File: config.mk
export PLATFORM = sky130hd
export DESIGN_NAME = alu_req_scheduler
export DESIGN_NICKNAME = d
export VERILOG_FILES = /design/src/rtl/alu_req_scheduler.sv
export SDC_FILE = /design/constraint.sdc
export NUM_CORES = 1
export LEC_CHECK = 0
export ABC_AREA = 1
export BUFFER_PORTS_ARGS = -buffer_cell sky130_fd_sc_hd__buf_2
export CORE_UTILIZATION = 51
export CTS_CLUSTER_SIZE = 30
export DETAILED_ROUTE_END_ITERATION = 10
export PLACE_DENSITY = 0.74
export SYNTH_ARGS = -nofsm -noshare
export SYNTH_HDL_FRONTEND = slang
export SYNTH_SLANG_ARGS = --single-unit
export TNS_END_PERCENT = 50
File: constraint.sdc
create_clock -name clk -period 9.81 [get_ports clk]
set_clock_uncertainty 0.1 [all_clocks]
set_input_delay 1.962 -clock clk [delete_from_list [all_inputs] [get_ports clk]]
set_output_delay 1.962 -clock clk [all_outputs]
set_load 0.1 [all_outputs]
File: src/rtl/alu_req_scheduler.sv
// alu_req_scheduler: shares one 8-bit arithmetic unit among NREQ requesters.
// A round-robin arbiter grants one request at a time. The block executes it
// and returns the result tagged with the owning requester's index.
// Optional feature macro: ALU_REQ_SCHEDULER_DIVZ_EN. When it is defined,
// divide-by-zero returns 8'hFF with o_resp_err set. When it is undefined,
// divide-by-zero returns 8'h00 and o_resp_err is always 0.
module alu_req_scheduler #(
  parameter int NREQ = 4,
  parameter int ID_W = 2
) (
  input  logic                 clk,
  input  logic                 rst_n,
  input  logic [NREQ-1:0]      i_req_valid,
  output logic [NREQ-1:0]      o_req_ready,
  input  logic [2*NREQ-1:0]    i_req_op,
  input  logic [3*NREQ-1:0]    i_req_a,
  input  logic [3*NREQ-1:0]    i_req_b,
  output logic                 o_resp_valid,
  input  logic                 i_resp_ready,
  output logic [7:0]           o_resp_data,
  output logic [ID_W-1:0]      o_resp_id,
  output logic                 o_resp_err,
  output logic                 o_busy
);

  typedef enum logic [1:0] {IDLE, EXEC, RESP} state_t;

  state_t          r_state;
  logic [ID_W-1:0] r_last_grant;
  logic [ID_W-1:0] r_gnt_id;
  logic [1:0]      r_op;
  logic [2:0]      r_a;
  logic [2:0]      r_b;
  logic [7:0]      r_resp_data;
  logic [ID_W-1:0] r_resp_id;
  logic            r_resp_err;
  logic            r_resp_valid;
  logic            r_busy;

  // Per-requester unpacked view of the packed request buses.
  logic [1:0]      w_req_op   [NREQ];
  logic [2:0]      w_req_a    [NREQ];
  logic [2:0]      w_req_b    [NREQ];
  // Rotation distance of each requester from the slot after the last grant.
  // Distance 0 has the highest priority.
  logic [7:0]      w_dist     [NREQ];

  logic            w_grant_any;
  logic [ID_W-1:0] w_grant_idx;
  logic [1:0]      w_grant_op;
  logic [2:0]      w_grant_a;
  logic [2:0]      w_grant_b;
  logic [7:0]      w_best;

  logic [7:0]      w_a8;
  logic [7:0]      w_b8;
  logic [7:0]      w_result;
  logic            w_err;

  genvar gi;
  generate
    for (gi = 0; gi < NREQ; gi++) begin : g_req
      assign w_req_op[gi] = i_req_op[2*gi +: 2];
      assign w_req_a[gi]  = i_req_a[3*gi +: 3];
      assign w_req_b[gi]  = i_req_b[3*gi +: 3];
      // r_last_grant never exceeds NREQ-1, so the subtraction cannot go negative.
      assign w_dist[gi]   = 8'((gi + NREQ - 1 - int'(r_last_grant)) % NREQ);
      // The handshake is only offered while idle, and only to the arbitration winner.
      assign o_req_ready[gi] = (r_state == IDLE) && w_grant_any &&
                               (w_grant_idx == ID_W'(gi));
    end
  endgenerate

  // Round-robin arbitration: the valid requester closest after last_grant wins.
  always_comb begin
    w_grant_any = 1'b0;
    w_grant_idx = '0;
    w_grant_op  = '0;
    w_grant_a   = '0;
    w_grant_b   = '0;
    w_best      = 8'hFF;
    for (int i = 0; i < NREQ; i++) begin
      if (i_req_valid[i] && (w_dist[i] < w_best)) begin
        w_best      = w_dist[i];
        w_grant_any = 1'b1;
        w_grant_idx = ID_W'(i);
        w_grant_op  = w_req_op[i];
        w_grant_a   = w_req_a[i];
        w_grant_b   = w_req_b[i];
      end
    end
  end

  // Shared arithmetic unit, operating on the captured zero-extended operands.
  always_comb begin
    w_a8     = {5'b0, r_a};
    w_b8     = {5'b0, r_b};
    w_result = 8'h00;
    w_err    = 1'b0;
    case (r_op)
      2'b00: w_result = w_a8 + w_b8;
      2'b01: w_result = w_a8 - w_b8;
      2'b10: w_result = w_a8 * w_b8;
      default: begin
        if (r_b == 3'd0) begin
`ifdef ALU_REQ_SCHEDULER_DIVZ_EN
          w_result = 8'hFF;
          w_err    = 1'b1;
`else
          w_result = 8'h00;
          w_err    = 1'b0;
`endif
        end else begin
          w_result = w_a8 / w_b8;
        end
      end
    endcase
  end

  // Control FSM: grant in IDLE, compute in EXEC, hold the result in RESP until consumed.
  always_ff @(posedge clk) begin
    if (!rst_n) begin
      r_state      <= IDLE;
      r_last_grant <= ID_W'(NREQ - 1);
      r_gnt_id     <= '0;
      r_op         <= '0;
      r_a          <= '0;
      r_b          <= '0;
      r_resp_data  <= 8'h00;
      r_resp_id    <= '0;
      r_resp_err   <= 1'b0;
      r_resp_valid <= 1'b0;
      r_busy       <= 1'b0;
    end else begin
      case (r_state)
        IDLE: begin
          if (w_grant_any) begin
            r_op         <= w_grant_op;
            r_a          <= w_grant_a;
            r_b          <= w_grant_b;
            r_gnt_id     <= w_grant_idx;
            r_last_grant <= w_grant_idx;
            r_busy       <= 1'b1;
            r_state      <= EXEC;
          end
        end
        EXEC: begin
          r_resp_data  <= w_result;
          r_resp_id    <= r_gnt_id;
          r_resp_err   <= w_err;
          r_resp_valid <= 1'b1;
          r_state      <= RESP;
        end
        RESP: begin
          if (i_resp_ready) begin
            r_resp_valid <= 1'b0;
            r_busy       <= 1'b0;
            r_state      <= IDLE;
          end
        end
        default: begin
          r_resp_valid <= 1'b0;
          r_busy       <= 1'b0;
          r_state      <= IDLE;
        end
      endcase
    end
  end

  assign o_resp_valid = r_resp_valid;
  assign o_resp_data  = r_resp_data;
  assign o_resp_id    = r_resp_id;
  assign o_resp_err   = r_resp_err;
  assign o_busy       = r_busy;

endmodule

==> results of run 1 <==
worst min-delay path, cell delays in order, from the launching register on:
cell and delay (ps):
dfxtp_1 320, nand2_1 60, a21oi_1 60
path summary, 6_finish.rpt:
path	startpoint	slack (ps)	end	cells past startpoint
worst max register to register	r_b[0]$_SDFFE_PN0P_	1270	o_resp_data[0]$_SDFFE_PN0P_	53
worst max-delay path	r_b[0]$_SDFFE_PN0P_	1270	o_resp_data[0]$_SDFFE_PN0P_	53
worst min-delay path	r_gnt_id[1]$_SDFFE_PN0P_	370	r_gnt_id[1]$_SDFFE_PN0P_	2
worst min register to register	r_gnt_id[1]$_SDFFE_PN0P_	370	r_gnt_id[1]$_SDFFE_PN0P_	2
synthesized netlist by cell type (4+ instances only):
cell type,instances
a311oi_1,8
fa_1,4
nand3_1,26
nand2_2,9
inv_1,65
dfxtp_1,26
o21ai_1,5
nor2_1,46
o21ai_0,21
nor3_1,5
a21oi_1,17
nor2_4,5
clkbuf_1,8
xor2_1,6
ha_1,35
nand4_1,6
nand2_1,81
nand3_2,4
a211oi_1,18
final cells by class:
type	count	area, um^2
Fill cell	550	2190
Multi-Input combinational cell	335	2160
Sequential cell	26	520
Timing Repair Buffer	55	278
Inverter	69	259
Tap cell	72	90.1
Clock buffer	3	41.3
Clock inverter	1	30.0
cell usage in the layout, fill, tap and decap left out, drive strengths merged, types with 6 or more instances in the layout:
master / netlist / final
a211oi: 18 / 18
a21oi: 20 / 20
a311oi: 8 / 8
buf: 3 / 55
dfxtp: 26 / 26
ha: 35 / 35
inv: 68 / 68
nand2: 93 / 93
nand3: 30 / 30
nand4: 9 / 9
nor2: 54 / 54
o21ai: 27 / 27
xor2: 6 / 6
state kept, by name, summed over array words and instances, names as in the netlist:
| register | cells |
|---|---|
| r_state | 2 |
| r_b | 3 |
| r_last_grant | 2 |
| o_resp_valid | 1 |
| o_busy | 1 |
| r_a | 3 |
| o_resp_data | 8 |
| r_op | 2 |
| o_resp_id | 2 |
| r_gnt_id | 2 |
metrics by stage:
step                      worst slack [ps]  utilization  hold WS, ps  cells  cell area, um^2
after floorplan                       1660            -          342    441             2990
after global placement                1670        0.593          355    557             3310
after detailed placement              1340        0.593          361    557             3310
after CTS                             1280        0.606          375    561             3380
after global routing                   422        0.606          409    561             3380
final                                 1270        0.606          372    561             3380
kinds of logic after synthesis:
kind of cell | synth area share
flops | 0.175
xor+xnor | 0.0265
simple gates | 0.320
fa+ha+maj | 0.174
other cells | 0.00252
buf+inv | 0.103
compound gates | 0.199
metal layers:
metal	wire length, um	vias to the layer above	global-route usage	share of wire
met5	0	-	0	0
met4	94	0	0.0481	0.014
met3	280	8	0.0221	0.040
met2	3210	71	0.420	0.46
met1	3330	1292	0.307	0.48
li1	-	1557	-	-
==> impl_metrics.toml, run 1 <==
[status]
status = "finished clean"

[route]
vias = 2928
wl_per_cell_um = 12.3
drt_iter0_drc = 94
drc = 0
ant_nets = 0
drt-pass1-iter-count = 6
drt-total-wl_um = 6920
via_per_inst = 5.22

[timing]
min_period_ps = 8540
finalCritPeriodShare = 0.870
slew-limit-headroom = 0.562
fin_tns_setup_ps = 0
final_max_slew_viol_count = 0
clock.fmax_ghz = 0.117
setup_violations = 0
tightest_slew_ps = 655
rsz0062_at_grt = "false"
hold_viol = 0

[clock_network]
cts-root-buf = "clkbuf_8"
cts_setup_buffers = 0
hold_buffers = 0
cts_max_level = 1
cts_tree = "done"
clk_latency_ps = 270
cts_sinks = 26
cts-resized-gates = 0
clkTransAtPathRegs_ps = 90
cts_buffers = 3
cts_max_path_buffers = 2

[synth]
yosysTopAreaCell = "dfxtp_1"
synth_seq_area_share = 0.175
synthFlopType = "dfxtp_1"
synth_edf_count = 0
async_flop_share = 0
netlist_area_um2 = 2980
yosys-top-cells-area = "dfxtp_1 17%, ha_1 15%, nand2_1 10%"
yosys_warnings = 0
syn_inst = 438
synth-seq-cells = 26
ys_types = 42
synth.top_cell.area_share = 0.175
syn_avg_cell_area_um2 = 6.80

[global_route]
grt_max_degree = 23
antenna_found_initial = 0
globalRouteOverflowTotal = 0
grt_pass1_vias = 2743
grt_usage = 0.236
grt_pass1_wl_um = 11800

[critical_path]
path_buf_inv = 10
cp_slowest_cell = "dfxtp_1"
end_kind = "register"
cp.required_ps = 9870
worst-setup-path-type = "reg2reg"
cp-start-kind = "register"
crit_arrival_ps = 8600
path_max_fanout = 8
cpPeakStageDelay_ps = 490
critPathTopFamily = "simple AND/OR/NAND/NOR gates"

[run]
max_cap_viol_count = 0

[floorplan]
fp-row-count = 27
dieArea_um2 = 6150
start_util = 0.534
io_pins = 56
core_area_um2 = 5570
die_y_um = 78.4
die_w_um = 78.4

[hold_path]
hold_class = "reg2reg"

[final_layout]
synthToLayoutAreaGrowth_pct = 13.5
antenna_cells = 0
layout-drive-gt1-share = 0.194
layout.nets = 568

[placed_design]
port_buffers = 54
place_congestion = 0.921
place_hpwl_um = 5750
Power of run 1 is not shown: default switching activity piles up to over one toggle a cycle in this logic, so the estimate is an artifact.
==> inputs of run 2 (changes only) <==
SKIP_LAST_GASP = 1   (was not set)
clock period = 8.45 ns   (was 9.81 ns; I/O delays follow)
==> run 2 against run 1 <==
Against the previous run: utilization rose by 1.8 points; non-clock buffer count rose by 7; via count rose by 3.1%; flip-flop and latch count did not move; first-iteration DRC count rose by 110%; critical path type unchanged.
==> impl_metrics.toml, run 2 (synthesis gave the netlist of run 1 again) <==
[global_route]
met3_usage = 0.0349
use_met1 = 0.325
grt_pass1_vias = 2813
grt_pass1_wl_um = 12400
globalRouteOverflowTotal = 0
antenna_found_initial = 0
busiest_layer = "met2"
grt_usage = 0.248
met2_usage = 0.427
grt_max_degree = 23

[critical_path]
end_kind = "register"
path_max_fanout = 8
cp_slowest_cell = "dfxtp_4"
worst-setup-path-type = "reg2reg"
crit_arrival_ps = 7950
path_buf_inv = 11
critPathTopFamily = "simple AND/OR/NAND/NOR gates"
cp.required_ps = 8520
cpPeakStageDelay_ps = 400
cp-start-kind = "register"

[floorplan]
core_area_um2 = 5570
io_pins = 56
start_util = 0.534
die_w_um = 78.4
fp-row-count = 27
die_y_um = 78.4
dieArea_um2 = 6150

[clock_network]
cts_tree = "done"
clk_latency_ps = 270
cts-root-buf = "clkbuf_8"
cts_max_level = 1
clkTransAtPathRegs_ps = 90
cts_max_path_buffers = 2
hold_buffers = 0
cts_sinks = 26
cts_buffers = 3

[timing]
slew-limit-headroom = 0.552
final_max_slew_viol_count = 0
tightest_slew_ps = 670
fin_ws_ps = 568
clock.fmax_ghz = 0.127
min_period_ps = 7880
hold_viol = 0
setup_violations = 0
finalCritPeriodShare = 0.933

[route]
drc = 0
ant_nets = 0
via_per_inst = 5.31
vias = 3018
drt-pass1-iter-count = 4
drt_iter0_drc = 197
wl_per_cell_um = 12.6
drt-total-wl_um = 7150

[placed_design]
place_congestion = 0.930
port_buffers = 54
placed_area_um2 = 3320
place_hpwl_um = 5780
dp_slack_ps = 213

[final_layout]
layout.nets = 575
largest_reg_flops = 8
layout-drive-gt1-share = 0.224
mostFrequentLayoutCells = "80 x nand2_1, 64 x inv_1, 54 x buf_2, 43 x nor2_1, 35 x ha_1"
synthToLayoutAreaGrowth_pct = 17.0
antenna_cells = 0
final_common_cell = "nand2_1"
finalInstanceArea_um2 = 3480

[run]
max_cap_viol_count = 0

[hold_path]
hold_class = "reg2reg"

[status]
status = "finished clean"
-- run 2: stage by stage --
| stage | util | TNS, ps | hold slack [ps] | instances |
|---|---|---|---|---|
| 6_report | 0.625 | 0 | 365 | 568 |
| 3_5_place_dp | 0.596 | 0 | 353 | 559 |
| 4_1_cts | 0.609 | 0 | 367 | 563 |
| 5_1_grt | 0.625 | -20.4 | 377 | 568 |
| 2_1_floorplan | - | 0 | 342 | 441 |
| 3_3_place_gp | 0.596 | 0 | 353 | 559 |
-- run 2: routing by layer --
layer  share of wire  routed length [um]
met4           0.020                 145
met1            0.47                3360
met5               0                   0
met3           0.044                 312
met2            0.47                3330
-- run 2: area by class of cell --
class,instances,area (um^2)
clock inverters,1,30.0
repair buffers,62,330
fillers,499,2090
well taps,72,90.1
clock buffers,3,41.3
multi-input cells,335,2200
flip-flops and latches,26,524
inverters,69,263
-- run 2: final timing paths --
kind / start / endpoint / slack, ps / cells after the start
worst min-delay path: r_gnt_id[1]$_SDFFE_PN0P_ / r_gnt_id[1]$_SDFFE_PN0P_ / 360 / 2
worst max-delay path: r_b[0]$_SDFFE_PN0P_ / o_resp_data[0]$_SDFFE_PN0P_ / 570 / 56
worst min register to register: r_gnt_id[1]$_SDFFE_PN0P_ / r_gnt_id[1]$_SDFFE_PN0P_ / 360 / 2
worst max register to register: r_b[0]$_SDFFE_PN0P_ / o_resp_data[0]$_SDFFE_PN0P_ / 570 / 56
-- run 2: tightest hold or removal path, stage by stage (launching register included) --
cell     delay [ps]
dfxtp_1         310
nand2_1          60
a21oi_1          50
-- run 2: what timing repair did --
| item | CTS | global route |
|---|---|---|
| setup endpoints to repair | 0 | 1 |
| gates resized for setup | 0 | 13 |
| setup buffers | 0 | 5 |
Power of run 2 is left out for the same reason.
